**src/rtl/eq_gain_ramp_ctrl.sv**
```systemverilog
// Gain sequencer: ramps live EQ gains toward CPU targets once per audio frame and
// writes each changed gain into the EQ gain RAM outside the EQ read window.
module eq_gain_ramp_ctrl #(
    parameter int unsigned NUM_FILTERS  = 4,
    parameter int unsigned ADDR_W       = 4,
    parameter logic [15:0] DEFAULT_GAIN = 16'h4000
) (
    input  logic              clk,
    input  logic              reset,
    input  logic              run,
    input  logic              cpu_wr,
    input  logic [ADDR_W-1:0] cpu_sel,
    input  logic [7:0]        cpu_gain_lsb,
    input  logic [7:0]        cpu_gain_msb,
    input  logic [15:0]       ramp_step,
    input  logic              snap,
    input  logic              sample_stb,
    input  logic              eq_busy,
    output logic              eq_wr,
    output logic [ADDR_W-1:0] eq_wr_sel,
    output logic [7:0]        eq_gain_lsb,
    output logic [7:0]        eq_gain_msb,
    output logic              ramp_active,
    output logic              ctrl_busy
);

    typedef enum logic [2:0] {
        S_INIT,
        S_IDLE,
        S_GUARD,
        S_WAIT,
        S_SCAN
    } state_t;

    localparam logic [ADDR_W-1:0] LAST_IDX = ADDR_W'(NUM_FILTERS - 1);

    state_t            state, state_nx;
    logic [ADDR_W-1:0] idx, idx_nx;
    logic [15:0]       tgt [NUM_FILTERS];
    logic [15:0]       cur [NUM_FILTERS];

    logic              snap_pend, frame_pend;
    logic              snap_req, frame_req;
    logic              snap_take, frame_take, snap_load, cur_upd;
    logic              wr_nx;
    logic [ADDR_W-1:0] wr_sel_nx;
    logic [15:0]       wr_data_nx;

    logic [15:0]       cur_i, tgt_i, step_val;
    logic [16:0]       diff, mag;
    logic              any_diff;

    // Operand fetch for the filter under the index pointer
    always_comb begin
        cur_i = '0;
        tgt_i = '0;
        for (int unsigned i = 0; i < NUM_FILTERS; i++) begin
            if (idx == ADDR_W'(i)) begin
                cur_i = cur[i];
                tgt_i = tgt[i];
            end
        end
    end

    // One ramp step; the result always lies between cur and tgt, so no saturation
    always_comb begin
        diff = {tgt_i[15], tgt_i} - {cur_i[15], cur_i};
        mag  = diff[16] ? 17'(-diff) : diff;
        if (ramp_step == '0 || mag <= {1'b0, ramp_step})
            step_val = tgt_i;
        else if (diff[16])
            step_val = cur_i - ramp_step;
        else
            step_val = cur_i + ramp_step;
    end

    always_comb begin
        any_diff = 1'b0;
        for (int unsigned i = 0; i < NUM_FILTERS; i++) begin
            if (cur[i] != tgt[i])
                any_diff = 1'b1;
        end
    end

    assign snap_req  = snap | snap_pend;
    assign frame_req = run & (sample_stb | frame_pend);

    always_ff @(posedge clk) begin
        if (reset)
            state <= S_INIT;
        else
            state <= state_nx;
    end

    always_comb begin
        state_nx   = state;
        idx_nx     = idx;
        wr_nx      = 1'b0;
        wr_sel_nx  = idx;
        wr_data_nx = cur_i;
        cur_upd    = 1'b0;
        snap_load  = 1'b0;
        snap_take  = 1'b0;
        frame_take = 1'b0;
        case (state)
            S_INIT: begin
                if (!eq_busy) begin
                    wr_nx = 1'b1;
                    if (idx == LAST_IDX) begin
                        idx_nx   = '0;
                        state_nx = S_IDLE;
                    end else begin
                        idx_nx = idx + 1'b1;
                    end
                end
            end
            S_IDLE: begin
                if (snap_req) begin
                    snap_take = 1'b1;
                    snap_load = 1'b1;
                    idx_nx    = '0;
                    state_nx  = S_INIT;
                end else if (frame_req) begin
                    frame_take = 1'b1;
                    state_nx   = S_GUARD;
                end
            end
            S_GUARD: state_nx = S_WAIT;
            S_WAIT: begin
                if (!eq_busy) begin
                    idx_nx   = '0;
                    state_nx = S_SCAN;
                end
            end
            S_SCAN: begin
                if (!eq_busy) begin
                    if (step_val != cur_i) begin
                        cur_upd    = 1'b1;
                        wr_nx      = 1'b1;
                        wr_data_nx = step_val;
                    end
                    if (idx == LAST_IDX) begin
                        idx_nx   = '0;
                        state_nx = S_IDLE;
                    end else begin
                        idx_nx = idx + 1'b1;
                    end
                end
            end
            default: state_nx = S_INIT;
        endcase
    end

    always_ff @(posedge clk) begin
        if (reset) begin
            tgt         <= '{default: DEFAULT_GAIN};
            cur         <= '{default: DEFAULT_GAIN};
            idx         <= '0;
            eq_wr       <= 1'b0;
            eq_wr_sel   <= '0;
            eq_gain_lsb <= '0;
            eq_gain_msb <= '0;
            ramp_active <= 1'b0;
            ctrl_busy   <= 1'b1;
            snap_pend   <= 1'b0;
            frame_pend  <= 1'b0;
        end else begin
            for (int unsigned i = 0; i < NUM_FILTERS; i++) begin
                if (cpu_wr && cpu_sel == ADDR_W'(i))
                    tgt[i] <= {cpu_gain_msb, cpu_gain_lsb};
                if (snap_load)
                    cur[i] <= tgt[i];
                else if (cur_upd && idx == ADDR_W'(i))
                    cur[i] <= step_val;
            end
            idx         <= idx_nx;
            eq_wr       <= wr_nx;
            eq_wr_sel   <= wr_sel_nx;
            eq_gain_lsb <= wr_data_nx[7:0];
            eq_gain_msb <= wr_data_nx[15:8];
            ramp_active <= any_diff;
            ctrl_busy   <= (state_nx != S_IDLE);

            if (snap_take)
                snap_pend <= 1'b0;
            else if (snap && state != S_IDLE)
                snap_pend <= 1'b1;

            // A strobe that coincides with a snap in IDLE is kept for after the snap
            if (!run)
                frame_pend <= 1'b0;
            else if (frame_take)
                frame_pend <= 1'b0;
            else if (sample_stb && (state != S_IDLE || snap_take))
                frame_pend <= 1'b1;
        end
    end

endmodule

```
**config.mk**
```make
export PLATFORM = sky130hd
export DESIGN_NAME = eq_gain_ramp_ctrl
export DESIGN_NICKNAME = d
export VERILOG_FILES = /design/src/rtl/eq_gain_ramp_ctrl.sv
export SDC_FILE = /design/constraint.sdc
export NUM_CORES = 1
export LEC_CHECK = 0
export BUFFER_PORTS_ARGS = -buffer_cell sky130_fd_sc_hd__buf_2
export CELL_PAD_IN_SITES_DETAIL_PLACEMENT = 2
export CELL_PAD_IN_SITES_GLOBAL_PLACEMENT = 2
export CORE_MARGIN = 5
export CORE_UTILIZATION = 29
export DETAILED_ROUTE_END_ITERATION = 16
export GPL_ROUTABILITY_DRIVEN = 0
export PLACE_DENSITY_LB_ADDON = 0.25
export SYNTH_ARGS = -nofsm -noshare
export SYNTH_HDL_FRONTEND = slang
export SYNTH_SLANG_ARGS = --single-unit
export TNS_END_PERCENT = 1
```
**constraint.sdc**
```tcl
create_clock -name clk -period 9.5 [get_ports clk]
set_clock_uncertainty 0.2 [all_clocks]
set_input_delay 1.9 -clock clk [delete_from_list [all_inputs] [get_ports clk]]
set_output_delay 1.9 -clock clk [all_outputs]
set_load 0.02 [all_outputs]
```
==> results.txt, run 1 <==
run status: finished clean
Mapped Cells: 1469
DP HPWL: 36900 um
FFs w/ async S/R, synth: 0%
Crit-path slowest cell: mux2_2
maximum vdd drop: 0.111 mV
drt via density: 5.61
final WL: 49100 um
sequential share of the synthesized area: 28.2%
Area after DPL: 12300 um^2
drt first-iter violations: 647
CP Capture Type: flop
Post-synth EDFFs: 0
RSZ-0062 raised after global routing: false
Critical Path Fanout Max: 63
Yosys top cell area share: 28.2%
final hold viol count: 0
Synth Warn #: 0
max-slew violations: 0
DR WL/cell: 24.1 um
area leader, netlist: dfxtp_1
minimum clock period: 8.87 ns
maximum clock path buffer count: 2
final instance area: 12900 um^2
final worst-path cycle share: 93.4%
CP Data Required Time: 9.66 ns
pin count of the biggest net entering global routing: 69
share of cells above drive strength 1: 11.7%
worst hold slack: 0.308 ns
worst slack at placement: 0.464 ns
fmax: 0.113 GHz
Arr. time, crit path: 9.03 ns
crit-path max cell delay: 0.45 ns
Die ar.: 43200 um^2
final setup fails: 0
Mapped Nets: 1567
Netlist cell types: 79
clock tree root buffer cell: clkbuf_16
CTS tree: built
Worst Tran Pin Value: 1.05 ns
Area growth syn-to-layout: 13.7%
most common cell after layout, fill and taps aside: nand2_1
drt pass-1 iters: 5
max cap viols: 0
initial core utilization: 29.3%
CORE AREA: 38700 um^2
Syn Area/Cell: 7.73 um^2
Pwr per Cell Area: 242 nW/um^2
boundary pin count: 66
Post-synth top flop: dfxtp_1
antenna violations before repair: 0
Synth Register Bits: 160
drc violations: 0
number of CTS-inserted buffers: 17
final setup TNS: 0 ns
Final nets: 1603
Tot GR Track Use: 22.0%
vias: 11.4k
Rows: 72
Worst Setup Start Kind: flop
H-tree depth: 4
port bufs: 65
first-pass GRT wire length: 75200 um
post-layout worst setup margin: 0.630 ns
vias in the first global route: 12.0k
die height: 208 um
post-synthesis cell area: 11400 um^2
Antenna Cells: 0
Antenna Nets Post-Route: 0
P_leak: 5.25 nW
Tightest Hold Check Type: reg2reg
clock transition at the registers of the reported paths: 0.07 ns
clock sinks: 160
crit path kind: reg2reg
Die W: 208 um
most frequent cells in the layout: 210 x nand2_1, 160 x dfxtp_1, 131 x a21oi_1
Max-slew headroom: 29.3%
GRT overflow: 0
synth top area cells: dfxtp_1 28%, nand2_1 6.9%, xnor2_1 6.6%
Clk Latency, worst-skew pair: 0.44 ns
## worst max-delay path, delay by kind of cell (launching register included)
| family | cells | cell delay (ns) |
|---|---|---|
| compound gates | 13 | 3.15 |
| mux | 1 | 0.45 |
| flops | 1 | 0.37 |
| xor+xnor | 2 | 0.41 |
| fa+ha+maj | 4 | 1.08 |
| buf+inv | 5 | 0.85 |
| simple gates | 9 | 2.26 |
## kinds of logic after synthesis
group,after synthesis,share of synthesized area [%]
and+or+nand+nor,508,21.2
AOI/OAI and AO/OA,445,26.9
DFF,160,28.2
buffers and inverters,148,5.30
xor gates and xnor gates,132,10.3
adders and majority gates,55,6.19
muxes,21,1.99
## timing repair
| item | in CTS | in global routing |
|---|---|---|
| hold buffers | 0 | 0 |
| setup endpoints to repair | 0 | 50 |
| buffers inserted | 0 | 4 |
| gates resized for setup | 0 | 1 |
## cell type report
cell class	instances	area, um^2
Clock inverter	11	159
Sequential cell	160	3200
Inverter	55	206
Tap cell	518	648
Fill cell	4560	25800
Timing Repair Buffer	110	678
Clock buffer	19	433
Multi-Input combinational cell	1161	7590
## metal layers
layer | global-route usage, % | part of all wire, %
met2 | 36.7 | 47
met1 | 30.6 | 48
met4 | 5.32 | 1.8
met3 | 2.59 | 3.3
met5 | 0 | 0
## final timing paths
kind | start | endpoint | slack, ns | depth (start not counted)
setup / recovery | idx[1] | cur[3] | 0.63 | 34
hold / removal | cur[57] | cur[57] | 0.31 | 2
setup reg to reg | idx[1] | cur[3] | 0.63 | 34
hold reg to reg | cur[57] | cur[57] | 0.31 | 2
## state kept, by name, summed over array words and instances (netlist names), 3 cells and up
name and count:
idx 4, tgt 64, eq_gain_lsb 8, eq_gain_msb 8, cur 64, state 3, eq_wr_sel 4
## stage by stage
step | power [W] | util, % | instances
2_1_floorplan | 0.00185 | - | 1469
5_1_grt | 0.00332 | 33.4 | 2034
3_3_place_gp | 0.00234 | 31.7 | 2000
3_5_place_dp | 0.00237 | 31.7 | 2000
6_report | 0.00313 | 33.4 | 2034
4_1_cts | 0.00310 | 33.3 | 2030
## cell usage after synthesis (all sizes together) (6+ instances only)
cell	instances
o21a	43
o21bai	6
or3	9
a21oi	132
inv	54
o211a	9
a31oi	14
o31ai	9
nor2	87
a21o	11
a221oi	22
mux2	10
and3	45
nor3	29
ha	53
nand2b	8
xnor2	85
nand3	42
a221o	14
o21ai	84
o211ai	8
a32oi	11
xor2	46
nand2	211
dfxtp	160
clkbuf	79
nand4	21
nor2b	8
a211oi	18
mux2i	11
a32o	33
nor4	12
buf	14
and2	14
## power by group
| part | switching, W | internal [W] |
|---|---|---|
| Combinational | 0.00108 | 0.000639 |
| Sequential | 0.0000107 | 0.000680 |
| Clock | 0.000307 | 0.000415 |
| Total | 0.00140 | 0.00173 |
No activity file was read; power rests on OpenSTA's default activity.
==> run 2: changes to the inputs <==
--- a/config.mk
+++ b/config.mk
@@ -13,6 +13,7 @@
 export DETAILED_ROUTE_END_ITERATION = 16
 export GPL_ROUTABILITY_DRIVEN = 0
 export PLACE_DENSITY_LB_ADDON = 0.25
+export RECOVER_POWER = 25
 export SYNTH_ARGS = -nofsm -noshare
 export SYNTH_HDL_FRONTEND = slang
 export SYNTH_SLANG_ARGS = --single-unit
==> run 2 against run 1 <==
Effect of this change:
- sequential cell count did not move
- critical path depth rose by 1
- maximum frequency rose by 0.23%
- non-clock buffer count did not move
- total power fell by 0.14%
- sequential share of layout area rose by 0.060 points
- critical endpoint unchanged
- largest cell class unchanged
==> results.txt, run 2 (synthesized netlist as in run 1, its figures left out) <==
Die ar.: 43200 um^2 (unchanged)
port bufs: 65 (unchanged)
Antenna Nets Post-Route: 0 (unchanged)
first-pass GRT wire length: 75200 um (unchanged)
clock tree root buffer cell: clkbuf_16
clock power share: 23.0% (about the same)
Tot GR Track Use: 22.0% (unchanged)
CP Capture Type: flop
pin count of the biggest net entering global routing: 69 (unchanged)
Hold Path End: cur[57]
drt first-iter violations: 639 (-1.2%)
Final Non-Filler Cells: 2034 (unchanged)
drc violations: 0 (unchanged)
final worst-path cycle share: 93.2% (-0.21 points)
footprint of the multi-input gates: 7590 um^2 (unchanged)
r2r setup slk: 0.65 ns (+0.02 ns)
Net Switching: 0.00139 W (-0.24%)
Area growth syn-to-layout: 13.4%
internal power: 0.00173 W (about the same)
Worst Tran Pin Value: 1.07 ns (+0.0219 ns)
crit path kind: reg2reg
Rows: 72 (unchanged)
share of cells above drive strength 1: 10.1% (-1.6 points)
antenna violations before repair: 0 (unchanged)
max-slew violations: 0 (unchanged)
CORE AREA: 38700 um^2 (unchanged)
final setup fails: 0 (unchanged)
die height: 208 um (unchanged)
final setup TNS: 0 ns (unchanged)
Pwr per Cell Area: 243 nW/um^2 (about the same)
fmax: 0.113 GHz (+0.23%)
Critical Path Fanout Max: 63 (unchanged)
Die W: 208 um (unchanged)
H-tree depth: 4 (unchanged)
Tightest Hold Check Type: reg2reg
max cap viols: 0 (unchanged)
WP depth: 35 (+2.9%)
Hold Crit Depth: 2 (unchanged)
Clk Latency, worst-skew pair: 0.44 ns (about the same)
Final nets: 1603 (unchanged)
RSZ-0062 raised after global routing: false
drt pass-1 iters: 5 (unchanged)
Comb power frac: 54.9% (about the same)
clock transition at the registers of the reported paths: 0.07 ns (about the same)
maximum vdd drop: 0.110 mV (-0.70%)
Max-slew headroom: 28.6% (-0.76 points)
clock sinks: 160 (unchanged)
crit-path max cell delay: 0.41 ns (-0.04 ns)
most frequent cells in the layout: 210 x nand2_1, 160 x dfxtp_1, 131 x a21oi_1
Worst Setup Start Kind: flop
GRT overflow: 0 (unchanged)
Switching Share: 44.6% (about the same)
DR WL/cell: 24.1 um (about the same)
hold wc startpoint: cur[57]
drt via density: 5.61 (unchanged)
FF-to-FF End: cur[3]
maximum clock path buffer count: 2 (unchanged)
Antenna Cells: 0 (unchanged)
minimum clock period: 8.85 ns (-0.0202 ns)
# fillers: 4569 (+0.20%)
initial core utilization: 29.3% (unchanged)
CP Data Required Time: 9.66 ns (about the same)
CTS tree: built
P_leak: 5.15 nW (-1.9%)
Arr. time, crit path: 9.01 ns (-0.02 ns)
Worst Path Buf+Inv: 6 (+1)
register area: 3200 um^2 (unchanged)
DP HPWL: 36900 um (unchanged)
CP top delay family: compound AO/OA/AOI/OAI gates
final WL: 49100 um (about the same)
final hold viol count: 0 (unchanged)
placed insts: 2000 (unchanged)
vias in the first global route: 12.0k (unchanged)
number of CTS-inserted buffers: 17 (unchanged)
boundary pin count: 66 (unchanged)
Seq pwr share: 22.1% (about the same)
Largest regs: cur: 64 flops, tgt: 64 flops
most common cell after layout, fill and taps aside: nand2_1
run status: finished clean
Crit-path slowest cell: nor4b_2
R2R depth: 35 (+2.9%)
vias: 11.4k (unchanged)
Reg-to-Reg Start: idx[1]
-- run 2: cell count changes in the layout (fill, tap and decap cells not counted) --
| cell | change |
|---|---|
| and2_1 | -2 |
| and2_0 | +2 |
| buf_2 | -25 |
| clkbuf_1 | +25 |
-- run 2: worst reg2reg max path: cells and delay by family, from the launching register on --
| family | cells | cell delay [ns] |
|---|---|---|
| buf+inv | 6 | 1.06 |
| xor+xnor | 2 | 0.26 |
| fa+ha+maj | 4 | 1.08 |
| mux | 1 | 0.42 |
| flops | 1 | 0.37 |
| compound gates | 13 | 3.18 |
| simple gates | 9 | 2.21 |
-- run 2: routing by layer --
metal  up-vias  global-route usage (%)  share of wire (%)
li1       5356                       -                  -
met1      5770                    30.6                 48
met2       237                    36.7                 47
met3        47                    2.59                3.4
met4         0                    5.32                1.9
met5         -                       0                  0
-- run 2: metrics by stage --
step	utilization (%)	worst slack [ns]	power, W	hold slack (ns)	instance area [um^2]
CTS	33.3	0.446	0.00310	0.311	12900
finish	33.3	0.650	0.00313	0.307	12900
floorplan	-	1.58	0.00185	0.269	11400
detailed placement	31.7	0.464	0.00237	0.302	12300
global placement	31.7	0.654	0.00234	0.281	12300
global route	33.3	0.0283	0.00332	0.334	12900
-- run 2: how the worst max path moves through the flow --
stage | from | endpoint
final | idx[1] | cur[3]
after global routing | idx[0] | cur[16]
after CTS | idx[2] | cur[3]
after detailed placement | idx[2] | cur[3]
after global placement | idx[2] | cur[45]
after floorplan | idx[0] | cur[42]
-- run 2: final cells by class --
type	instances	area share, %
inverters	55	1.60
well taps	518	5.03
clock inverters	11	1.23
flip-flops and latches	160	24.9
clock buffers	19	3.36
multi-input cells	1161	58.9
repair buffers	110	5.02
-- run 2: power groups by stage --
| stage | combinational, W | clock, W | sequential (W) |
|---|---|---|---|
| after floorplan | 0.00114 | 0 | 0.000706 |
| after global placement | 0.00163 | 0 | 0.000705 |
| after detailed placement | 0.00166 | 0 | 0.000706 |
| after CTS | 0.00167 | 0.000737 | 0.000690 |
| after global routing | 0.00186 | 0.000762 | 0.000691 |
| final | 0.00172 | 0.000721 | 0.000691 |
-- run 2: timing repair --
action,in CTS,in global routing
gates resized for setup,0,1
endpoints found under the setup margin,0,50
setup buffers,0,4
hold buffers,0,0
